==> config.mk <==
export PLATFORM = sky130hd
export DESIGN_NAME = autosym_sweep_ctrl
export DESIGN_NICKNAME = d
export VERILOG_FILES = /design/src/rtl/autosym_sweep_ctrl.sv
export SDC_FILE = /design/constraint.sdc
export NUM_CORES = 1
export LEC_CHECK = 0
export BUFFER_PORTS_ARGS = -buffer_cell sky130_fd_sc_hd__buf_4
export CORE_UTILIZATION = 60
export DETAILED_ROUTE_END_ITERATION = 7
export MAX_ROUTING_LAYER = met4
export PLACE_DENSITY = 0.77
export SLEW_MARGIN = 10
export SYNTH_ARGS = -nofsm -noshare
export SYNTH_HDL_FRONTEND = slang
export SYNTH_SLANG_ARGS = --single-unit
==> constraint.sdc <==
create_clock -name clk -period 4.6 [get_ports clk]
set_input_delay 0.46 -clock clk [delete_from_list [all_inputs] [get_ports clk]]
set_output_delay 0.46 -clock clk [all_outputs]
set_load 0.01 [all_outputs]
==> src/rtl/autosym_sweep_ctrl.sv <==
// Sweeps all 2^N_IN inputs of an external function, captures its truth table and ON-set size, then checks f(x) == f(x ^ alpha).
// Done follows start by 2^N_IN*SETTLE + 2^N_IN cycles (or + j+1 on first mismatch j); AUTOSYM_TT_READBACK_EN adds tt_raddr/tt_rdata.
module autosym_sweep_ctrl #(
  parameter int N_IN   = 8,
  parameter int SETTLE = 1
) (
  input  logic            clk,
  input  logic            rst_n,
  input  logic            start,
  input  logic [N_IN-1:0] alpha,
  output logic [N_IN-1:0] fn_x,
  input  logic            fn_y,
  output logic            busy,
  output logic            done,
  output logic [N_IN:0]   onset_cnt,
  output logic            symmetric,
  output logic [N_IN-1:0] mismatch_idx
`ifdef AUTOSYM_TT_READBACK_EN
  ,
  input  logic [N_IN-1:0] tt_raddr,
  output logic            tt_rdata
`endif
);

  localparam int TT_SIZE = 1 << N_IN;
  localparam int SW      = (SETTLE > 1) ? $clog2(SETTLE) : 1;

  typedef enum logic [1:0] {IDLE, SWEEP, CHECK, FIN} state_t;

  state_t            state;
  logic [N_IN-1:0]   idx;
  logic [N_IN-1:0]   alpha_q;
  logic [SW-1:0]     settle_cnt;
  logic [TT_SIZE-1:0] tt;

  always_ff @(posedge clk or negedge rst_n) begin
    if (!rst_n) begin
      state        <= IDLE;
      idx          <= '0;
      alpha_q      <= '0;
      settle_cnt   <= '0;
      tt           <= '0;
      fn_x         <= '0;
      busy         <= 1'b0;
      done         <= 1'b0;
      onset_cnt    <= '0;
      symmetric    <= 1'b0;
      mismatch_idx <= '0;
    end else begin
      done <= 1'b0;
      case (state)
        IDLE: begin
          if (start) begin
            alpha_q      <= alpha;
            onset_cnt    <= '0;
            symmetric    <= 1'b0;
            mismatch_idx <= '0;
            busy         <= 1'b1;
            idx          <= '0;
            settle_cnt   <= '0;
            fn_x         <= '0;
            state        <= SWEEP;
          end
        end
        SWEEP: begin
          if (settle_cnt == SW'(SETTLE - 1)) begin
            tt[idx]    <= fn_y;
            onset_cnt  <= onset_cnt + {{N_IN{1'b0}}, fn_y};
            settle_cnt <= '0;
            // fn_x is left at all-ones once the sweep wraps
            if (idx == {N_IN{1'b1}}) begin
              idx   <= '0;
              state <= CHECK;
            end else begin
              idx  <= idx + N_IN'(1);
              fn_x <= idx + N_IN'(1);
            end
          end else begin
            settle_cnt <= settle_cnt + SW'(1);
          end
        end
        CHECK: begin
          if (tt[idx] != tt[idx ^ alpha_q]) begin
            mismatch_idx <= idx;
            symmetric    <= 1'b0;
            done         <= 1'b1;
            busy         <= 1'b0;
            state        <= FIN;
          end else if (idx == {N_IN{1'b1}}) begin
            mismatch_idx <= '0;
            symmetric    <= 1'b1;
            done         <= 1'b1;
            busy         <= 1'b0;
            state        <= FIN;
          end else begin
            idx <= idx + N_IN'(1);
          end
        end
        FIN: begin
          state <= IDLE;
        end
        default: state <= IDLE;
      endcase
    end
  end

`ifdef AUTOSYM_TT_READBACK_EN
  always_ff @(posedge clk or negedge rst_n) begin
    if (!rst_n) begin
      tt_rdata <= 1'b0;
    end else begin
      tt_rdata <= (state == IDLE) ? tt[tt_raddr] : 1'b0;
    end
  end
`endif

endmodule
==> impl_results.html, run 1 <==
<table>
<tr><th>Metric</th><th>Value</th></tr>
<tr><th colspan="2">Drt</th></tr>
<tr><td>First-pass detailed-route iteration total</td><td>7</td></tr>
<tr><td>Ratio of routed vias to standard cells</td><td>7.43</td></tr>
<tr><td>Iteration-0 DRC count of the detailed router</td><td>between 2000 and 3000</td></tr>
<tr><td>Number of vias after detailed routing</td><td>15717</td></tr>
<tr><td>Wire per inst</td><td>28.7 um</td></tr>
<tr><td>Routed WL</td><td>60.7 mm</td></tr>
<tr><td>Post-detailed-route count of antenna-violating nets</td><td>0</td></tr>
<tr><td>Residual DRC</td><td>0</td></tr>
<tr><th colspan="2">Finish</th></tr>
<tr><td>Highest-count cells in the layout ignoring fill and taps</td><td>307 x sky130_fd_sc_hd__nand2_1, 300 x sky130_fd_sc_hd__dfrtp_1, 279 x sky130_fd_sc_hd__nand3_1, 254 x sky130_fd_sc_hd__o21ai_0, 136 x sky130_fd_sc_hd__mux4_2</td></tr>
<tr><td>Final nets</td><td>1733</td></tr>
<tr><td>Post-Layout Inst Area</td><td>19400 sq um</td></tr>
<tr><td>Most common cell after layout, fill and taps aside</td><td>sky130_fd_sc_hd__nand2_1</td></tr>
<tr><td>Fraction of final layout cells sized beyond drive strength 1</td><td>20.7%</td></tr>
<tr><td>Core occupancy in the finished layout</td><td>between 60% and 70%</td></tr>
<tr><td>Area delta synth-&gt;final</td><td>12.0%</td></tr>
<tr><th colspan="2">STA</th></tr>
<tr><td>Fin Setup TNS</td><td>0 ps</td></tr>
<tr><td>Final-report hold violation count</td><td>12</td></tr>
<tr><td>Maximum frequency from static timing analysis</td><td>0.236 GHz</td></tr>
<tr><td>Transition time of the tightest slew-check pin</td><td>about 1400 ps</td></tr>
<tr><td>Final worst path period need</td><td>4230 ps</td></tr>
<tr><td>Max_slew headroom</td><td>8.87%</td></tr>
<tr><td>Part of the cycle the worst path needs</td><td>just over 90%</td></tr>
<tr><td>Worst setup skew after layout</td><td>13.9 ps</td></tr>
<tr><td>Max Slew Vio Count</td><td>0</td></tr>
<tr><td>Worst-case setup margin in the final layout</td><td>371 ps</td></tr>
<tr><td>Final worst hold slack</td><td>-14.3 ps</td></tr>
<tr><td>Setup repair after global routing missed its margin</td><td>no</td></tr>
<tr><td>Setup violations, final</td><td>0</td></tr>
<tr><th colspan="2">Synthesis</th></tr>
<tr><td>Net count after synthesis</td><td>1741</td></tr>
<tr><td>Synth unique cells</td><td>63</td></tr>
<tr><td>Total of flip-flops plus latches after synthesis</td><td>302</td></tr>
<tr><td>Share of synthesized area occupied by flip-flops and latches</td><td>43.6%</td></tr>
<tr><td>Number of synthesized flops with an enable pin</td><td>0</td></tr>
<tr><td>Summed instance area of the synthesized netlist</td><td>17300 sq um</td></tr>
<tr><td>Async SR Flop Fraction</td><td>100%</td></tr>
<tr><td>Mapped Cells</td><td>1719</td></tr>
<tr><td>Post-synthesis area per instance</td><td>10.1 sq um</td></tr>
<tr><td>Synth Flop Type</td><td>sky130_fd_sc_hd__dfrtp_1</td></tr>
<tr><td>YS warnings</td><td>0</td></tr>
<tr><th colspan="2">Placement</th></tr>
<tr><td>Worst setup timing slack at the placement stage</td><td>501 ps</td></tr>
<tr><td>Number of buffers inserted by port buffering</td><td>39</td></tr>
<tr><td>HPWL Detailed</td><td>about 37 mm</td></tr>
<tr><td>Area after DPL</td><td>18100 sq um</td></tr>
<tr><td>Placer Congestion</td><td>1.01</td></tr>
<tr><th colspan="2">Clock network</th></tr>
<tr><td># resized after CTS</td><td>0</td></tr>
<tr><td>CTS Hold Bufs</td><td>0</td></tr>
<tr><td>Root buffer cell</td><td>sky130_fd_sc_hd__clkbuf_16</td></tr>
<tr><td>Later-pin clock latency in the skew report</td><td>530 ps</td></tr>
<tr><td>CTS H-tree lvls</td><td>2</td></tr>
<tr><td>CTS clk-pin slew, worst paths</td><td>60 ps</td></tr>
<tr><td>TritonCTS clock tree</td><td>done</td></tr>
<tr><td>Post CTS Setup Buffer Count</td><td>0</td></tr>
<tr><td>Clock Path Buffers</td><td>3</td></tr>
<tr><td>Clock Sink Count</td><td>302</td></tr>
<tr><td>TritonCTS Buffers</td><td>34</td></tr>
<tr><th colspan="2">Global routing</th></tr>
<tr><td>First-pass GRT wire length</td><td>92.0 mm</td></tr>
<tr><td>Vias in the first global route</td><td>15044</td></tr>
<tr><td>Largest net degree at the start of global routing</td><td>126</td></tr>
<tr><td>GRT Resource Usage Total</td><td>44.0%</td></tr>
<tr><td>Aggregate global routing overflow</td><td>0</td></tr>
<tr><td>Initial antenna violation count</td><td>2</td></tr>
<tr><th colspan="2">Power and ir drop</th></tr>
<tr><td>Standby leakage power</td><td>6.46 nW</td></tr>
<tr><td>Worst vdd ir</td><td>between 0.0003 and 0.0004 V</td></tr>
<tr><td>Ratio of total power to cell area</td><td>303 nW/um^2</td></tr>
<tr><th colspan="2">Floorplan</th></tr>
<tr><td>Floorplan Core Area</td><td>approximately 28000 sq um</td></tr>
<tr><td>Die width</td><td>~170 um</td></tr>
<tr><td>Area of the die</td><td>between 20000 and 30000 sq um</td></tr>
<tr><td>Num rows</td><td>61</td></tr>
<tr><td>Height of the die</td><td>172 um</td></tr>
<tr><td>Number of primary I/O pins</td><td>40</td></tr>
<tr><td>Starting Density</td><td>approximately three fifths</td></tr>
<tr><th colspan="2">Worst setup path</th></tr>
<tr><td>Maximum fanout encountered on the critical timing path</td><td>6</td></tr>
<tr><td>Crit start category</td><td>flop</td></tr>
<tr><td>Category of the critical setup timing path</td><td>reg -&gt; reg</td></tr>
<tr><td>Type of element capturing the critical path</td><td>flop</td></tr>
<tr><td>Critical Path AT</td><td>4640 ps</td></tr>
<tr><td>Endpoint required time on the critical path</td><td>5010 ps</td></tr>
<tr><th colspan="2">Min path</th></tr>
<tr><td>Classification of the worst-slack hold path</td><td>in -&gt; async</td></tr>
<tr><th colspan="2">Status</th></tr>
<tr><td>Result of the run</td><td>finished with violations</td></tr>
<tr><td>Violations in the final reports</td><td>hold timing</td></tr>
<tr><th colspan="2">Run</th></tr>
<tr><td>Maximum Capacitance Violations</td><td>0</td></tr>
</table>
## critical path, cell delays in order (launching register included)
cell	delay, ps
sky130_fd_sc_hd__dfrtp_4	530
sky130_fd_sc_hd__xor2_4	420
sky130_fd_sc_hd__buf_4	260
sky130_fd_sc_hd__mux4_1	570
sky130_fd_sc_hd__mux4_2	480
sky130_fd_sc_hd__a32oi_1	330
sky130_fd_sc_hd__a22oi_1	160
sky130_fd_sc_hd__a21oi_1	310
sky130_fd_sc_hd__xor2_2	200
sky130_fd_sc_hd__o41ai_4	460
sky130_fd_sc_hd__mux2_2	390
## cells in the mapped netlist, types with 2 or more instances
| cell type | number | area share, % |
|---|---|---|
| sky130_fd_sc_hd__nand2_1 | 307 | 6.6 |
| sky130_fd_sc_hd__dfrtp_1 | 302 | 44 |
| sky130_fd_sc_hd__nand3_1 | 279 | 8.1 |
| sky130_fd_sc_hd__o21ai_0 | 254 | 7.3 |
| sky130_fd_sc_hd__mux4_2 | 136 | 18 |
| sky130_fd_sc_hd__clkbuf_1 | 128 | 2.8 |
| sky130_fd_sc_hd__nor2_1 | 49 | 1.1 |
| sky130_fd_sc_hd__mux2_2 | 31 | 2.0 |
| sky130_fd_sc_hd__nor3_1 | 20 | 0.58 |
| sky130_fd_sc_hd__a22oi_1 | 15 | 0.65 |
| sky130_fd_sc_hd__buf_2 | 15 | 0.43 |
| sky130_fd_sc_hd__a21oi_1 | 14 | 0.40 |
| sky130_fd_sc_hd__inv_1 | 13 | 0.28 |
| sky130_fd_sc_hd__xnor2_1 | 13 | 0.66 |
| sky130_fd_sc_hd__and3_1 | 10 | 0.36 |
| sky130_fd_sc_hd__ha_1 | 10 | 0.72 |
| sky130_fd_sc_hd__mux2i_1 | 10 | 0.58 |
| sky130_fd_sc_hd__o2bb2ai_1 | 10 | 0.51 |
| sky130_fd_sc_hd__xor2_1 | 10 | 0.51 |
| sky130_fd_sc_hd__nand4_1 | 7 | 0.25 |
| sky130_fd_sc_hd__a221oi_1 | 5 | 0.25 |
| sky130_fd_sc_hd__buf_4 | 5 | 0.22 |
| sky130_fd_sc_hd__o211ai_1 | 5 | 0.22 |
| sky130_fd_sc_hd__and2_1 | 4 | 0.14 |
| sky130_fd_sc_hd__buf_6 | 4 | 0.26 |
| sky130_fd_sc_hd__mux4_1 | 4 | 0.61 |
| sky130_fd_sc_hd__a22o_1 | 3 | 0.15 |
| sky130_fd_sc_hd__a311oi_1 | 3 | 0.15 |
| sky130_fd_sc_hd__a32o_1 | 3 | 0.17 |
| sky130_fd_sc_hd__buf_1 | 3 | 0.065 |
| sky130_fd_sc_hd__nor4_1 | 3 | 0.11 |
| sky130_fd_sc_hd__o221a_2 | 3 | 0.19 |
| sky130_fd_sc_hd__o311ai_0 | 3 | 0.15 |
| sky130_fd_sc_hd__or4_1 | 3 | 0.13 |
| sky130_fd_sc_hd__buf_8 | 2 | 0.17 |
| sky130_fd_sc_hd__o2111ai_1 | 2 | 0.10 |
| sky130_fd_sc_hd__o21ai_1 | 2 | 0.058 |
| sky130_fd_sc_hd__o22ai_1 | 2 | 0.072 |
| sky130_fd_sc_hd__o31ai_1 | 2 | 0.087 |
| sky130_fd_sc_hd__or3_1 | 2 | 0.072 |
## flip-flops by register name, indices dropped and copies added (netlist names)
name	count
tt	256
onset_cnt	9
alpha_q	8
fn_x	8
idx	8
mismatch_idx	8
state	2
busy	1
done	1
symmetric	1
## path summary, 6_finish.rpt
kind / start / depth (start not counted) / slack, ps / to
max in group asynchronous: rst_n / 2 / 3520 / tt[65]
worst max-delay path: idx[0] / 10 / 370 / idx[0]
worst max register to register: idx[0] / 10 / 370 / idx[0]
worst min register to register: fn_x[2] / 2 / 480 / fn_x[2]
worst min-delay path: rst_n / 1 / -10 / fn_x[1]
min in group clk: alpha[7] / 2 / 180 / alpha_q[7]
## stage by stage
step	hold slack, ps	total power (W)	std cells
after floorplan	164	0.00276	1719
after global placement	476	0.00284	2053
after detailed placement	476	0.00284	2053
after CTS	63.9	0.00589	2113
after global routing	102	0.00600	2115
final	-14.3	0.00589	2115
## logic make-up (layout without fill, tap and decap cells)
family | after synthesis | in the layout | synth area share [%]
buffers and inverters | 172 | 188 | 4.34
xor gates and xnor gates | 25 | 25 | 1.41
muxes | 181 | 181 | 20.9
and+or+nand+nor | 688 | 688 | 17.6
adders and majority gates | 10 | 10 | 0.722
AOI/OAI and AO/OA | 341 | 341 | 11.4
DFF | 302 | 302 | 43.6
other | 0 | 2 | 0
## routing by layer
| layer | GRT usage, % | vias to the layer above | routed length (um) |
|---|---|---|---|
| met5 | - | - | 0 |
| met4 | 27.8 | 0 | 4780 |
| met3 | 14.8 | 400 | 8900 |
| met2 | 61.2 | 1378 | 25900 |
| met1 | 55.2 | 7661 | 21200 |
| li1 | - | 6278 | - |
## power breakdown
part           internal [W]  switching (W)  total, W  leakage [nW]
logic             0.0000262      0.0000942  0.000120          2.94
registers           0.00266     0.00000650   0.00267          2.91
clock network       0.00195        0.00115   0.00310         0.615
total               0.00464        0.00125   0.00589          6.46
## layout make-up
cell class              instances  area [sq um]
flip-flops and latches        302          7560
inverters                      14          52.6
well taps                     378           473
diodes                          2          5.00
fillers                      2112          8670
clock buffers                  47          1020
repair buffers                114           967
clock inverters                13           248
multi-input cells            1245          9090
No activity file was read; power rests on OpenSTA's default activity.
==> inputs of run 2 (changes only) <==
--- a/config.mk
+++ b/config.mk
@@ -6,10 +6,10 @@
 export NUM_CORES = 1
 export LEC_CHECK = 0
 export BUFFER_PORTS_ARGS = -buffer_cell sky130_fd_sc_hd__buf_4
-export CORE_UTILIZATION = 60
+export CORE_UTILIZATION = 50
 export DETAILED_ROUTE_END_ITERATION = 7
 export MAX_ROUTING_LAYER = met4
-export PLACE_DENSITY = 0.77
+export PLACE_DENSITY = 0.66
 export SLEW_MARGIN = 10
 export SYNTH_ARGS = -nofsm -noshare
 export SYNTH_HDL_FRONTEND = slang
==> impl_results.html, run 2 (synthesis gave the netlist of run 1 again) <==
<table>
<tr><th>Metric</th><th>Value</th></tr>
<tr><th colspan="2">Status</th></tr>
<tr><td>Result of the run</td><td>finished with violations</td></tr>
<tr><td>Violations in the final reports</td><td>hold timing</td></tr>
<tr><th colspan="2">Floorplan</th></tr>
<tr><td>Starting Density</td><td>51.3%</td></tr>
<tr><td>Area of the die</td><td>roughly 35000 sq um</td></tr>
<tr><td>Number of primary I/O pins</td><td>40</td></tr>
<tr><td>Height of the die</td><td>approximately 190 um</td></tr>
<tr><td>Floorplan Core Area</td><td>between 30000 and 40000 sq um</td></tr>
<tr><td>Die width</td><td>approximately 190 um</td></tr>
<tr><td>Num rows</td><td>67</td></tr>
<tr><th colspan="2">STA</th></tr>
<tr><td>Final-report hold violation count</td><td>4</td></tr>
<tr><td>Maximum frequency from static timing analysis</td><td>approximately 0.23 GHz</td></tr>
<tr><td>Setup repair after global routing missed its margin</td><td>no</td></tr>
<tr><td>Max Slew Vio Count</td><td>0</td></tr>
<tr><td>Setup violations, final</td><td>0</td></tr>
<tr><td>Final worst hold slack</td><td>-17.5 ps</td></tr>
<tr><td>Transition time of the tightest slew-check pin</td><td>around 1400 ps</td></tr>
<tr><td>Worst setup skew after layout</td><td>around 17 ps</td></tr>
<tr><td>Fin Setup TNS</td><td>0 ps</td></tr>
<tr><td>Max_slew headroom</td><td>9.45%</td></tr>
<tr><td>Final worst path period need</td><td>~4400 ps</td></tr>
<tr><td>Part of the cycle the worst path needs</td><td>94.9%</td></tr>
<tr><th colspan="2">Drt</th></tr>
<tr><td>Ratio of routed vias to standard cells</td><td>about 7.1</td></tr>
<tr><td>Post-detailed-route count of antenna-violating nets</td><td>0</td></tr>
<tr><td>Number of vias after detailed routing</td><td>15476</td></tr>
<tr><td>First-pass detailed-route iteration total</td><td>6</td></tr>
<tr><td>Routed WL</td><td>62.9 mm</td></tr>
<tr><td>Residual DRC</td><td>0</td></tr>
<tr><td>Iteration-0 DRC count of the detailed router</td><td>between 2000 and 2500</td></tr>
<tr><td>Wire per inst</td><td>28.7 um</td></tr>
<tr><th colspan="2">Worst setup path</th></tr>
<tr><td>Cells on worst reg2reg path</td><td>13</td></tr>
<tr><td>Crit start category</td><td>flop</td></tr>
<tr><td>R2R Setup Slk</td><td>230 ps</td></tr>
<tr><td>Maximum fanout encountered on the critical timing path</td><td>21</td></tr>
<tr><td>Endpoint of the most critical register-to-register path</td><td>mismatch_idx[3]</td></tr>
<tr><td>Type of element capturing the critical path</td><td>flop</td></tr>
<tr><td>Endpoint required time on the critical path</td><td>5000 ps</td></tr>
<tr><td>Category of the critical setup timing path</td><td>reg -&gt; reg</td></tr>
<tr><td>Worst reg2reg path startpoint</td><td>idx[0]</td></tr>
<tr><td>Critical Path AT</td><td>roughly 4800 ps</td></tr>
<tr><th colspan="2">Power and ir drop</th></tr>
<tr><td>Ratio of total power to cell area</td><td>293 nW/um^2</td></tr>
<tr><td>Standby leakage power</td><td>6.45 nW</td></tr>
<tr><td>Worst vdd ir</td><td>0.000290 V</td></tr>
<tr><th colspan="2">Finish</th></tr>
<tr><td>Most common cell after layout, fill and taps aside</td><td>sky130_fd_sc_hd__nand2_1</td></tr>
<tr><td>FF+latch area</td><td>7560 sq um</td></tr>
<tr><td>Fraction of final layout cells sized beyond drive strength 1</td><td>21.1%</td></tr>
<tr><td>Biggest regs</td><td>tt x256, onset_cnt x9</td></tr>
<tr><td>Top register by number of flip-flops</td><td>tt</td></tr>
<tr><td>Area delta synth-&gt;final</td><td>12.2%</td></tr>
<tr><td>Post-Layout Inst Area</td><td>19500 sq um</td></tr>
<tr><td>Highest-count cells in the layout ignoring fill and taps</td><td>307 x sky130_fd_sc_hd__nand2_1, 300 x sky130_fd_sc_hd__dfrtp_1, 279 x sky130_fd_sc_hd__nand3_1, 254 x sky130_fd_sc_hd__o21ai_0, 136 x sky130_fd_sc_hd__mux4_2</td></tr>
<tr><td>Final nets</td><td>1742</td></tr>
<tr><td>Fillers</td><td>2869</td></tr>
<tr><td>Area of the multi-input gates</td><td>roughly 9100 sq um</td></tr>
<tr><td>Flip-flop count of the largest register, all copies and words added</td><td>~260</td></tr>
<tr><th colspan="2">Global routing</th></tr>
<tr><td>First-pass GRT wire length</td><td>95.4 mm</td></tr>
<tr><td>Aggregate global routing overflow</td><td>0</td></tr>
<tr><td>Initial antenna violation count</td><td>1</td></tr>
<tr><td>Largest net degree at the start of global routing</td><td>roughly 110</td></tr>
<tr><td>GRT Resource Usage Total</td><td>37.2%</td></tr>
<tr><td>Vias in the first global route</td><td>14739</td></tr>
<tr><th colspan="2">Min path</th></tr>
<tr><td>Classification of the worst-slack hold path</td><td>in -&gt; async</td></tr>
<tr><th colspan="2">Clock network</th></tr>
<tr><td>Post CTS Setup Buffer Count</td><td>0</td></tr>
<tr><td>CTS Hold Bufs</td><td>0</td></tr>
<tr><td>TritonCTS Buffers</td><td>35</td></tr>
<tr><td>Later-pin clock latency in the skew report</td><td>530 ps</td></tr>
<tr><td>Clock Path Buffers</td><td>3</td></tr>
<tr><td>CTS H-tree lvls</td><td>2</td></tr>
<tr><td>TritonCTS clock tree</td><td>done</td></tr>
<tr><td>Root buffer cell</td><td>sky130_fd_sc_hd__clkbuf_16</td></tr>
<tr><td>CTS clk-pin slew, worst paths</td><td>60 ps</td></tr>
<tr><td>Clock Sink Count</td><td>302</td></tr>
<tr><td># resized after CTS</td><td>0</td></tr>
<tr><th colspan="2">Placement</th></tr>
<tr><td>Number of buffers inserted by port buffering</td><td>39</td></tr>
<tr><td>HPWL Detailed</td><td>38.9 mm</td></tr>
<tr><td>Placer Congestion</td><td>0.966</td></tr>
<tr><td>Area after DPL</td><td>between 15000 and 20000 sq um</td></tr>
<tr><th colspan="2">Run</th></tr>
<tr><td>Maximum Capacitance Violations</td><td>0</td></tr>
</table>
==> run 2: power breakdown <==
part	internal [W]	leakage (nW)	switching (W)
logic	0.0000255	2.96	0.0000936
clock network	0.00177	0.581	0.00115
registers	0.00266	2.91	0.00000621
==> run 2: worst max-delay path by stage <==
stage,from,to,slack (ps),cells after the start
final,idx[0],mismatch_idx[3],230,13
after global routing,idx[0],mismatch_idx[3],120,13
after CTS,idx[0],mismatch_idx[3],330,13
after detailed placement,idx[0],mismatch_idx[3],360,13
after global placement,idx[0],mismatch_idx[3],330,13
after floorplan,idx[0],idx[0],820,11
==> run 2: critical path: stages, from the launching register on <==
cell	delay [ps]
sky130_fd_sc_hd__dfrtp_4	720
sky130_fd_sc_hd__xor2_4	220
sky130_fd_sc_hd__buf_12	230
sky130_fd_sc_hd__mux4_2	530
sky130_fd_sc_hd__a22oi_1	200
sky130_fd_sc_hd__a21oi_1	140
sky130_fd_sc_hd__a311oi_1	630
sky130_fd_sc_hd__a22oi_1	280
sky130_fd_sc_hd__a21oi_1	280
sky130_fd_sc_hd__xor2_2	310
sky130_fd_sc_hd__buf_4	280
sky130_fd_sc_hd__o31ai_2	90
sky130_fd_sc_hd__buf_4	170
sky130_fd_sc_hd__o2bb2ai_1	120
==> run 2: cell type report <==
class	instances	share of cell area [%]
repair buffers	122	5.09
inverters	14	0.270
well taps	448	2.88
diodes	3	0.0386
clock buffers	49	5.24
clock inverters	9	0.823
multi-input cells	1245	46.8
flip-flops and latches	302	38.9
==> run 2: routing by layer <==
| metal | track usage (%) | routed length, um |
|---|---|---|
| met1 | 49.3 | 23500 |
| met3 | 9.55 | 7810 |
| met4 | 18.8 | 3720 |
| met5 | - | 0 |
| met2 | 52.9 | 27900 |
==> run 2: metrics by stage <==
stage | cells | utilization (%) | power, W | hold slack [ps] | setup slack, ps
final | 2192 | 57.6 | 0.00571 | -17.5 | 233
after global routing | 2190 | 57.6 | 0.00583 | 56.9 | 119
after CTS | 2189 | 57.6 | 0.00571 | 54.2 | 332
after detailed placement | 2131 | 54.1 | 0.00284 | 476 | 360
after global placement | 2131 | 54.1 | 0.00284 | 465 | 334
after floorplan | 1719 | - | 0.00276 | 164 | 824
